File: config.mk
export PLATFORM = sky130hd
export DESIGN_NAME = lzs_job_arb
export DESIGN_NICKNAME = d
export VERILOG_FILES = /design/src/rtl/lzs_pkg.sv /design/src/rtl/lzs_rr_pick.sv /design/src/rtl/lzs_job_arb.sv
export SDC_FILE = /design/constraint.sdc
export NUM_CORES = 1
export LEC_CHECK = 0
export CAP_MARGIN = 20
export CORE_AREA = 3 3 151 153
export CTS_BUF_LIST = sky130_fd_sc_hd__clkbuf_16
export DETAILED_ROUTE_END_ITERATION = 8
export DIE_AREA = 0 0 154 156
export GPL_ROUTABILITY_DRIVEN = 0
export GPL_TIMING_DRIVEN = 0
export SYNTH_ARGS = -nofsm -noshare
export SYNTH_HDL_FRONTEND = slang
export SYNTH_SLANG_ARGS = --single-unit
File: constraint.sdc
create_clock -name clk -period 2.2 [get_ports clk]
set_clock_uncertainty 0.2 [all_clocks]
set_input_delay 0.44 -clock clk [delete_from_list [all_inputs] [get_ports clk]]
set_output_delay 0.44 -clock clk [all_outputs]
set_load 0.01 [all_outputs]
File: src/rtl/lzs_pkg.sv
// Shared types and constants for the LZS job arbiter.
// State encoding, data width, and the default word-counter width.
package lzs_pkg;

  localparam int DW            = 64;
  localparam int LZF_WIDTH_DEF = 20;

  typedef enum logic [2:0] {
    ST_IDLE,
    ST_GRANT,
    ST_RUN,
    ST_DRAIN,
    ST_DONE
  } state_t;

endpackage

File: src/rtl/lzs_rr_pick.sv
// Combinational round-robin picker: first requester at or after ptr+1 (mod NCH).
// Zero latency; pure function of req_i and ptr_i.
module lzs_rr_pick #(
  parameter int NCH = 4,
  parameter int CW  = 2
) (
  input  logic [NCH-1:0] req_i,
  input  logic [CW-1:0]  ptr_i,
  output logic [CW-1:0]  grant_o,
  output logic           any_req_o
);

  logic          found;
  logic [CW-1:0] idx;

  always_comb begin
    grant_o = '0;
    found   = 1'b0;
    idx     = '0;
    for (int k = 1; k <= NCH; k++) begin
      idx = CW'((int'(ptr_i) + k) % NCH);
      if (!found && req_i[idx]) begin
        found   = 1'b1;
        grant_o = idx;
      end
    end
  end

  assign any_req_o = |req_i;

endmodule

File: src/rtl/lzs_job_arb.sv
// Whole-job round-robin arbiter sharing one LZS encoder between NCH source FIFOs.
// Grant takes 2 cycles from request (IDLE, GRANT); data path is combinational in RUN; source stalls hold the job.
module lzs_job_arb
  import lzs_pkg::*;
#(
  parameter int NCH       = 4,
  parameter int CW        = 2,
  parameter int LZF_WIDTH = LZF_WIDTH_DEF,
  parameter int DONE_TMO  = 65535
) (
  input  logic                 clk,
  input  logic                 rst,
  input  logic [NCH-1:0]       ch_en,
  input  logic [NCH-1:0]       ch_src_empty,
  input  logic [DW*NCH-1:0]    ch_fi,
  input  logic [NCH-1:0]       ch_m_last,
  output logic [NCH-1:0]       ch_src_getn,
  output logic [DW-1:0]        enc_fi,
  output logic                 enc_src_empty,
  output logic                 enc_m_last,
  output logic                 enc_ce,
  input  logic                 enc_src_getn,
  input  logic                 enc_valid,
  input  logic                 enc_done,
  output logic [CW-1:0]        cur_chan,
  output logic                 busy,
  output logic [NCH-1:0]       job_done,
  output logic [LZF_WIDTH-1:0] in_cnt,
  output logic [LZF_WIDTH-1:0] out_cnt,
  output logic                 tmo_err
);

  localparam int TW = $clog2(DONE_TMO + 1);

  state_t               state_q, state_d;
  logic [CW-1:0]        ptr_q, ptr_d;
  logic [CW-1:0]        cur_q, cur_d;
  logic [LZF_WIDTH-1:0] in_q, in_d;
  logic [LZF_WIDTH-1:0] out_q, out_d;
  logic [TW-1:0]        tmo_q, tmo_d;
  logic                 err_q, err_d;

  logic [NCH-1:0] req;
  logic [CW-1:0]  pick;
  logic           any_req;
  logic           pop;
  logic [DW-1:0]  fi_arr [NCH];

  for (genvar g = 0; g < NCH; g++) begin : g_fi
    assign fi_arr[g] = ch_fi[DW*g +: DW];
  end

  assign req = ch_en & ~ch_src_empty;

  lzs_rr_pick #(.NCH(NCH), .CW(CW)) u_pick (
    .req_i     (req),
    .ptr_i     (ptr_q),
    .grant_o   (pick),
    .any_req_o (any_req)
  );

  assign pop = (state_q == ST_RUN) && !enc_src_getn && !ch_src_empty[cur_q];

  always_comb begin
    state_d = state_q;
    ptr_d   = ptr_q;
    cur_d   = cur_q;
    in_d    = in_q;
    out_d   = out_q;
    tmo_d   = tmo_q;
    err_d   = err_q;
    case (state_q)
      ST_IDLE: begin
        if (any_req) begin
          state_d = ST_GRANT;
          cur_d   = pick;
        end
      end
      ST_GRANT: begin
        in_d    = '0;
        out_d   = '0;
        state_d = ST_RUN;
      end
      ST_RUN: begin
        if (pop) begin
          in_d = (&in_q) ? in_q : in_q + 1'b1;
          if (ch_m_last[cur_q]) begin
            state_d = ST_DRAIN;
            tmo_d   = '0;
          end
        end
      end
      ST_DRAIN: begin
        // A done arriving on the expiry cycle still counts as a clean finish.
        if (enc_done) begin
          state_d = ST_DONE;
        end else if (tmo_q == TW'(DONE_TMO - 1)) begin
          state_d = ST_DONE;
          err_d   = 1'b1;
        end else begin
          tmo_d = tmo_q + 1'b1;
        end
      end
      ST_DONE: begin
        ptr_d   = cur_q;
        state_d = ST_IDLE;
      end
      default: state_d = ST_IDLE;
    endcase
    if (enc_valid && (state_q == ST_RUN || state_q == ST_DRAIN)) begin
      out_d = (&out_q) ? out_q : out_q + 1'b1;
    end
  end

  always_ff @(posedge clk) begin
    if (rst) begin
      state_q <= ST_IDLE;
      ptr_q   <= CW'(NCH - 1);
      cur_q   <= '0;
      in_q    <= '0;
      out_q   <= '0;
      tmo_q   <= '0;
      err_q   <= 1'b0;
    end else begin
      state_q <= state_d;
      ptr_q   <= ptr_d;
      cur_q   <= cur_d;
      in_q    <= in_d;
      out_q   <= out_d;
      tmo_q   <= tmo_d;
      err_q   <= err_d;
    end
  end

  always_comb begin
    ch_src_getn   = '1;
    enc_fi        = '0;
    enc_src_empty = 1'b1;
    enc_m_last    = 1'b0;
    enc_ce        = 1'b0;
    job_done      = '0;
    case (state_q)
      ST_RUN: begin
        enc_ce             = 1'b1;
        enc_fi             = fi_arr[cur_q];
        enc_src_empty      = ch_src_empty[cur_q];
        enc_m_last         = ch_m_last[cur_q];
        ch_src_getn[cur_q] = enc_src_getn;
      end
      ST_DRAIN: enc_ce = 1'b1;
      ST_DONE:  job_done[cur_q] = 1'b1;
      default: ;
    endcase
  end

  assign cur_chan = cur_q;
  assign busy     = (state_q == ST_GRANT) || (state_q == ST_RUN) || (state_q == ST_DRAIN);
  assign in_cnt   = in_q;
  assign out_cnt  = out_q;
  assign tmo_err  = err_q;

endmodule
==> out/qor_table.md <==
| Stage | Item | This run |
|:---|:---|:---|
| clock tree | Number of buffers added to fix hold violations after cts | 0 |
| worst setup path | Critical setup path kind | flip-flop to primary output |
| clock tree | Worst skew pair latency | 0.34 ns |
| yosys | Synth area leaders | sky130_fd_sc_hd__mux4_2 (27%), sky130_fd_sc_hd__dfxtp_1 (23%), sky130_fd_sc_hd__and3_1 (8.5%) |
| timing | Setup ws final | -0.4000 ns |
| yosys | Gate count of the mapped netlist | 592 |
| clock tree | Buffer depth of the longest clock path | 2 |
| yosys | Count of warnings emitted by yosys | 0 |
| timing | Count of final max-slew check failures | 0 |
| drt | Total wire length after detailed routing | 32,960 um |
| clock tree | CTS HTree Levels | 3 |
| global route | First-pass GRT wire length | 46,730 um |
| timing | Transition time of the tightest slew-check pin | 0.5982 ns |
| cells and area | Commonest non-fill, non-tap cell in the layout | sky130_fd_sc_hd__clkdlybuf4s50_1 |
| clock tree | CTS Root Buffer Type | sky130_fd_sc_hd__clkbuf_16 |
| worst setup path | Type of element capturing the critical path | primary output |
| cells and area | Total area of sequential cells | 1300 um2 |
| timing | Highest attainable clock frequency | 384.6 MHz |
| flow run | Reported max-cap violation count | 0 |
| yosys | Mapped cell area | 5589 um2 |
| drt | Number of search-and-repair iterations in the first detailed-routing pass | 5 |
| global route | Via count of the first global-routing pass | 7,324 |
| yosys | Number of flops mapped to enable cells by yosys | 0 |
| clock tree | CTS clk-pin slew, worst paths | 0.05 ns |
| worst setup path | Cells on worst reg2reg path | 10 |
| yosys | Primary FF master, synth | sky130_fd_sc_hd__dfxtp_1 |
| yosys | Post-synthesis net count | 869 |
| worst setup path | Worst flop-to-flop path endpoint | in_cnt[18] |
| cells and area | Share of the core filled with cells in the final layout | 55.22% |
| cells and area | Cell area after layout | 11,980 um2 |
| timing | Relative slew slack | 60.12% |
| power and ir drop | Static power due to leakage | 0.004354 uW |
| global route | Global route overflow | 0 |
| timing | Hold Fails Final Rpt | 0 |
| power and ir drop | Power Dens Cells | 544.8 nW/um2 |
| cells and area | P&R area growth vs syn | 114.3% |
| timing | Setup repair after global routing missed its margin | true |
| power and ir drop | Peak supply drop | 0.0003249 V |
| outcome | Outcome | finished with violations |
| yosys | Cell type contributing the most total cell area after synthesis | sky130_fd_sc_hd__mux4_2 |
| cells and area | Highest-count cells in the layout ignoring fill and taps | sky130_fd_sc_hd__clkdlybuf4s50_1 (306), sky130_fd_sc_hd__buf_6 (90), sky130_fd_sc_hd__mux4_2 (67), sky130_fd_sc_hd__and3_4 (64), sky130_fd_sc_hd__dfxtp_1 (55) |
| outcome | Violated checks | negative setup slack |
| worst setup path | Required arrival time at the worst endpoint | 1.56 ns |
| drt | Post-route antenna net violation count | 0 |
| worst setup path | Slack of the worst reg-to-reg path | -0.35 ns |
| timing | Crit path time final | 2.600 ns |
| yosys | Total of flip-flops plus latches after synthesis | 64 |
| drt | Violation count after the first detailed-routing iteration | 562 |
| floorplan | Boundary pin count | 392 |
| min path | Class of the worst hold path | flip-flop to flip-flop |
| worst setup path | Startpoint of the lowest-slack register-to-register path | cur_chan[0] |
| yosys | Post-synth cell types | 59 |
| drt | Vias | 7,216 |
| cells and area | Area taken by multi-input logic gates | 4737 um2 |
| cells and area | Fraction of layout instances using a drive strength above 1 | 38.61% |
| floorplan | Total Die Area | 24,020 um2 |
| floorplan | Area of the placeable core | 21,690 um2 |
| min path | Origin of the worst min-delay path | tmo_q[9] |
| floorplan | Die extent in x | 154 um |
| min path | Worst Hold Path Cells | 2 |
| worst setup path | Sort of element at the start of the critical path | flip-flop |
| yosys | Sequential area share after synthesis | 22.92% |
| clock tree | TritonCTS buffer count | 9 |
| timing | Number of failing setup endpoints in the final timing report | 106 |
| cells and area | Layout filler cell count | 1,927 |
| worst setup path | Crit path arrival time | 1.96 ns |
| global route | Number of antenna violations at the first check in global routing | 4 |
| timing | Final period util | 118.2% |
| placed design | # port buffers | 390 |
| yosys | Synthesized area divided by synthesized cell count | 9.441 um2 |
| yosys | Share of synthesized flip-flops with an asynchronous set or reset | 0% |
| timing | Final setup TNS | -30.81 ns |
| floorplan | Vertical die dimension | 156 um |
| worst setup path | Crit-path max FO | 5 |
| drt | Detailed-route vias per instance | 5.341 |
| yosys | Fraction of post-synthesis cell area in the top cell type by area | 27.00% |
| global route | Overall global routing resource usage | 25.90% |
| clock tree | Total clock sinks | 64 |
| global route | Pin count of the biggest net entering global routing | 12 |
| drt | DRC viols | 0 |
| cells and area | Number of nets in the finished design | 1,339 |
| floorplan | Initial core utilization | 25.77% |
| placed design | Half-perimeter wire length after placement | 26,120 um |
| clock tree | TritonCTS clock tree | yes |
| floorplan | Row cnt | 54 |
| min path | Min-Delay Endpoint | tmo_q[9] |
| placed design | Placement-stage cell area | 9911 um2 |
| drt | Wire length per cell after detailed routing | 24.40 um |
==> synthesized netlist by cell type (2+ instances only) <==
cell type	count
sky130_fd_sc_hd__nor4_1	3
sky130_fd_sc_hd__nor2_1	25
sky130_fd_sc_hd__o211ai_1	4
sky130_fd_sc_hd__and3_1	76
sky130_fd_sc_hd__nor3_1	11
sky130_fd_sc_hd__xor2_1	3
sky130_fd_sc_hd__or3_1	12
sky130_fd_sc_hd__ha_1	4
sky130_fd_sc_hd__a211oi_1	4
sky130_fd_sc_hd__a21oi_1	33
sky130_fd_sc_hd__dfxtp_1	64
sky130_fd_sc_hd__and2_1	2
sky130_fd_sc_hd__o31ai_1	11
sky130_fd_sc_hd__a2111o_1	12
sky130_fd_sc_hd__or4_1	13
sky130_fd_sc_hd__nor3b_1	4
sky130_fd_sc_hd__a21o_1	3
sky130_fd_sc_hd__buf_6	2
sky130_fd_sc_hd__nand4_1	14
sky130_fd_sc_hd__xnor2_1	5
sky130_fd_sc_hd__buf_2	13
sky130_fd_sc_hd__mux2i_1	7
sky130_fd_sc_hd__o21ai_0	17
sky130_fd_sc_hd__inv_1	13
sky130_fd_sc_hd__nand2b_1	8
sky130_fd_sc_hd__nor2b_1	7
sky130_fd_sc_hd__a31oi_1	7
sky130_fd_sc_hd__and4_1	4
sky130_fd_sc_hd__o2111ai_1	6
sky130_fd_sc_hd__nand3b_1	3
sky130_fd_sc_hd__nand3_1	25
sky130_fd_sc_hd__clkbuf_1	35
sky130_fd_sc_hd__a31o_2	2
sky130_fd_sc_hd__nand2_1	46
sky130_fd_sc_hd__mux4_2	67
sky130_fd_sc_hd__or3b_2	4
==> layout make-up <==
class	instances	share of cell area (%)
antenna	4	0.08359
buffer	48	4.326
clock buffer	9	1.881
clock inverter	7	0.5329
inverter	14	0.4702
multi-input combinational	465	39.56
sequential	64	10.86
tap	280	2.926
timing repair buffer	460	39.37
==> per-layer routing <==
layer | vias to the layer above | GRT usage (%) | wire length, um
met1 | 3490 | 32.75 | 13500
met4 | 2 | 7.107 | 770
met2 | 349 | 42.24 | 15500
met3 | 49 | 8.988 | 3178
li1 | 3326 | - | -
met5 | - | 0 | 20
==> cell families after synthesis <==
| group | count (synthesis) | synth area share [%] |
|---|---|---|
| multiplexers | 75 | 28.45 |
| AO/OA/AOI/OAI | 113 | 14.57 |
| flip-flops | 64 | 22.92 |
| buffers and inverters | 66 | 5.059 |
| AND/OR/NAND/NOR | 262 | 26.84 |
| XOR/XNOR | 8 | 1.254 |
| adder cells (fa/ha/maj) | 4 | 0.8955 |
==> stage by stage <==
| stage | hold slack [ns] | std cells | setup WS, ns | total power [uW] |
|---|---|---|---|---|
| floorplan | 0.2485 | 592 | 0.01041 | 2640 |
| global placement | 0.2680 | 1262 | -0.9408 | 3991 |
| detailed placement | 0.2776 | 1262 | -0.9331 | 4002 |
| CTS | 0.2766 | 1323 | -0.4882 | 6272 |
| global route | 0.3076 | 1350 | -0.4484 | 6826 |
| finish | 0.2768 | 1351 | -0.4000 | 6524 |
==> worst max path at each step <==
| stage | startpoint | to |
|---|---|---|
| global route | cur_chan[0] | enc_fi[9] |
| floorplan | cur_chan[0] | enc_fi[10] |
| finish | cur_chan[0] | enc_fi[13] |
| global placement | ch_src_empty[2] | enc_src_empty |
| detailed placement | ch_src_empty[2] | enc_src_empty |
| CTS | cur_chan[0] | enc_fi[14] |
==> report_power, final <==
group,switching (uW),internal (uW)
Sequential,24.5,1190
Clock,539,866
Combinational,1580,2330
==> state kept, by name, summed over array words and instances (netlist names) <==
signal,count
cur_chan,2
in_cnt,20
out_cnt,20
ptr_q,2
state_q,3
tmo_err,1
tmo_q,16
==> worst max-delay path, cell delays in order, from the launching register on <==
cell                        delay [ns]
sky130_fd_sc_hd__dfxtp_2          0.34
sky130_fd_sc_hd__clkbuf_16        0.16
sky130_fd_sc_hd__buf_8            0.12
sky130_fd_sc_hd__buf_12           0.11
sky130_fd_sc_hd__buf_6            0.09
sky130_fd_sc_hd__mux4_2           0.49
sky130_fd_sc_hd__and3_4           0.20
sky130_fd_sc_hd__buf_6            0.11
==> timing repair <==
action / CTS / global route
setup buffers: 38 / 24
endpoints found under the hold margin: 0 / 0
pin swaps: 34 / 36
gates cloned: 10 / 5
resized for setup: 581 / 108
setup endpoints to repair: 129 / 132
(Power assumes the default switching activity.)
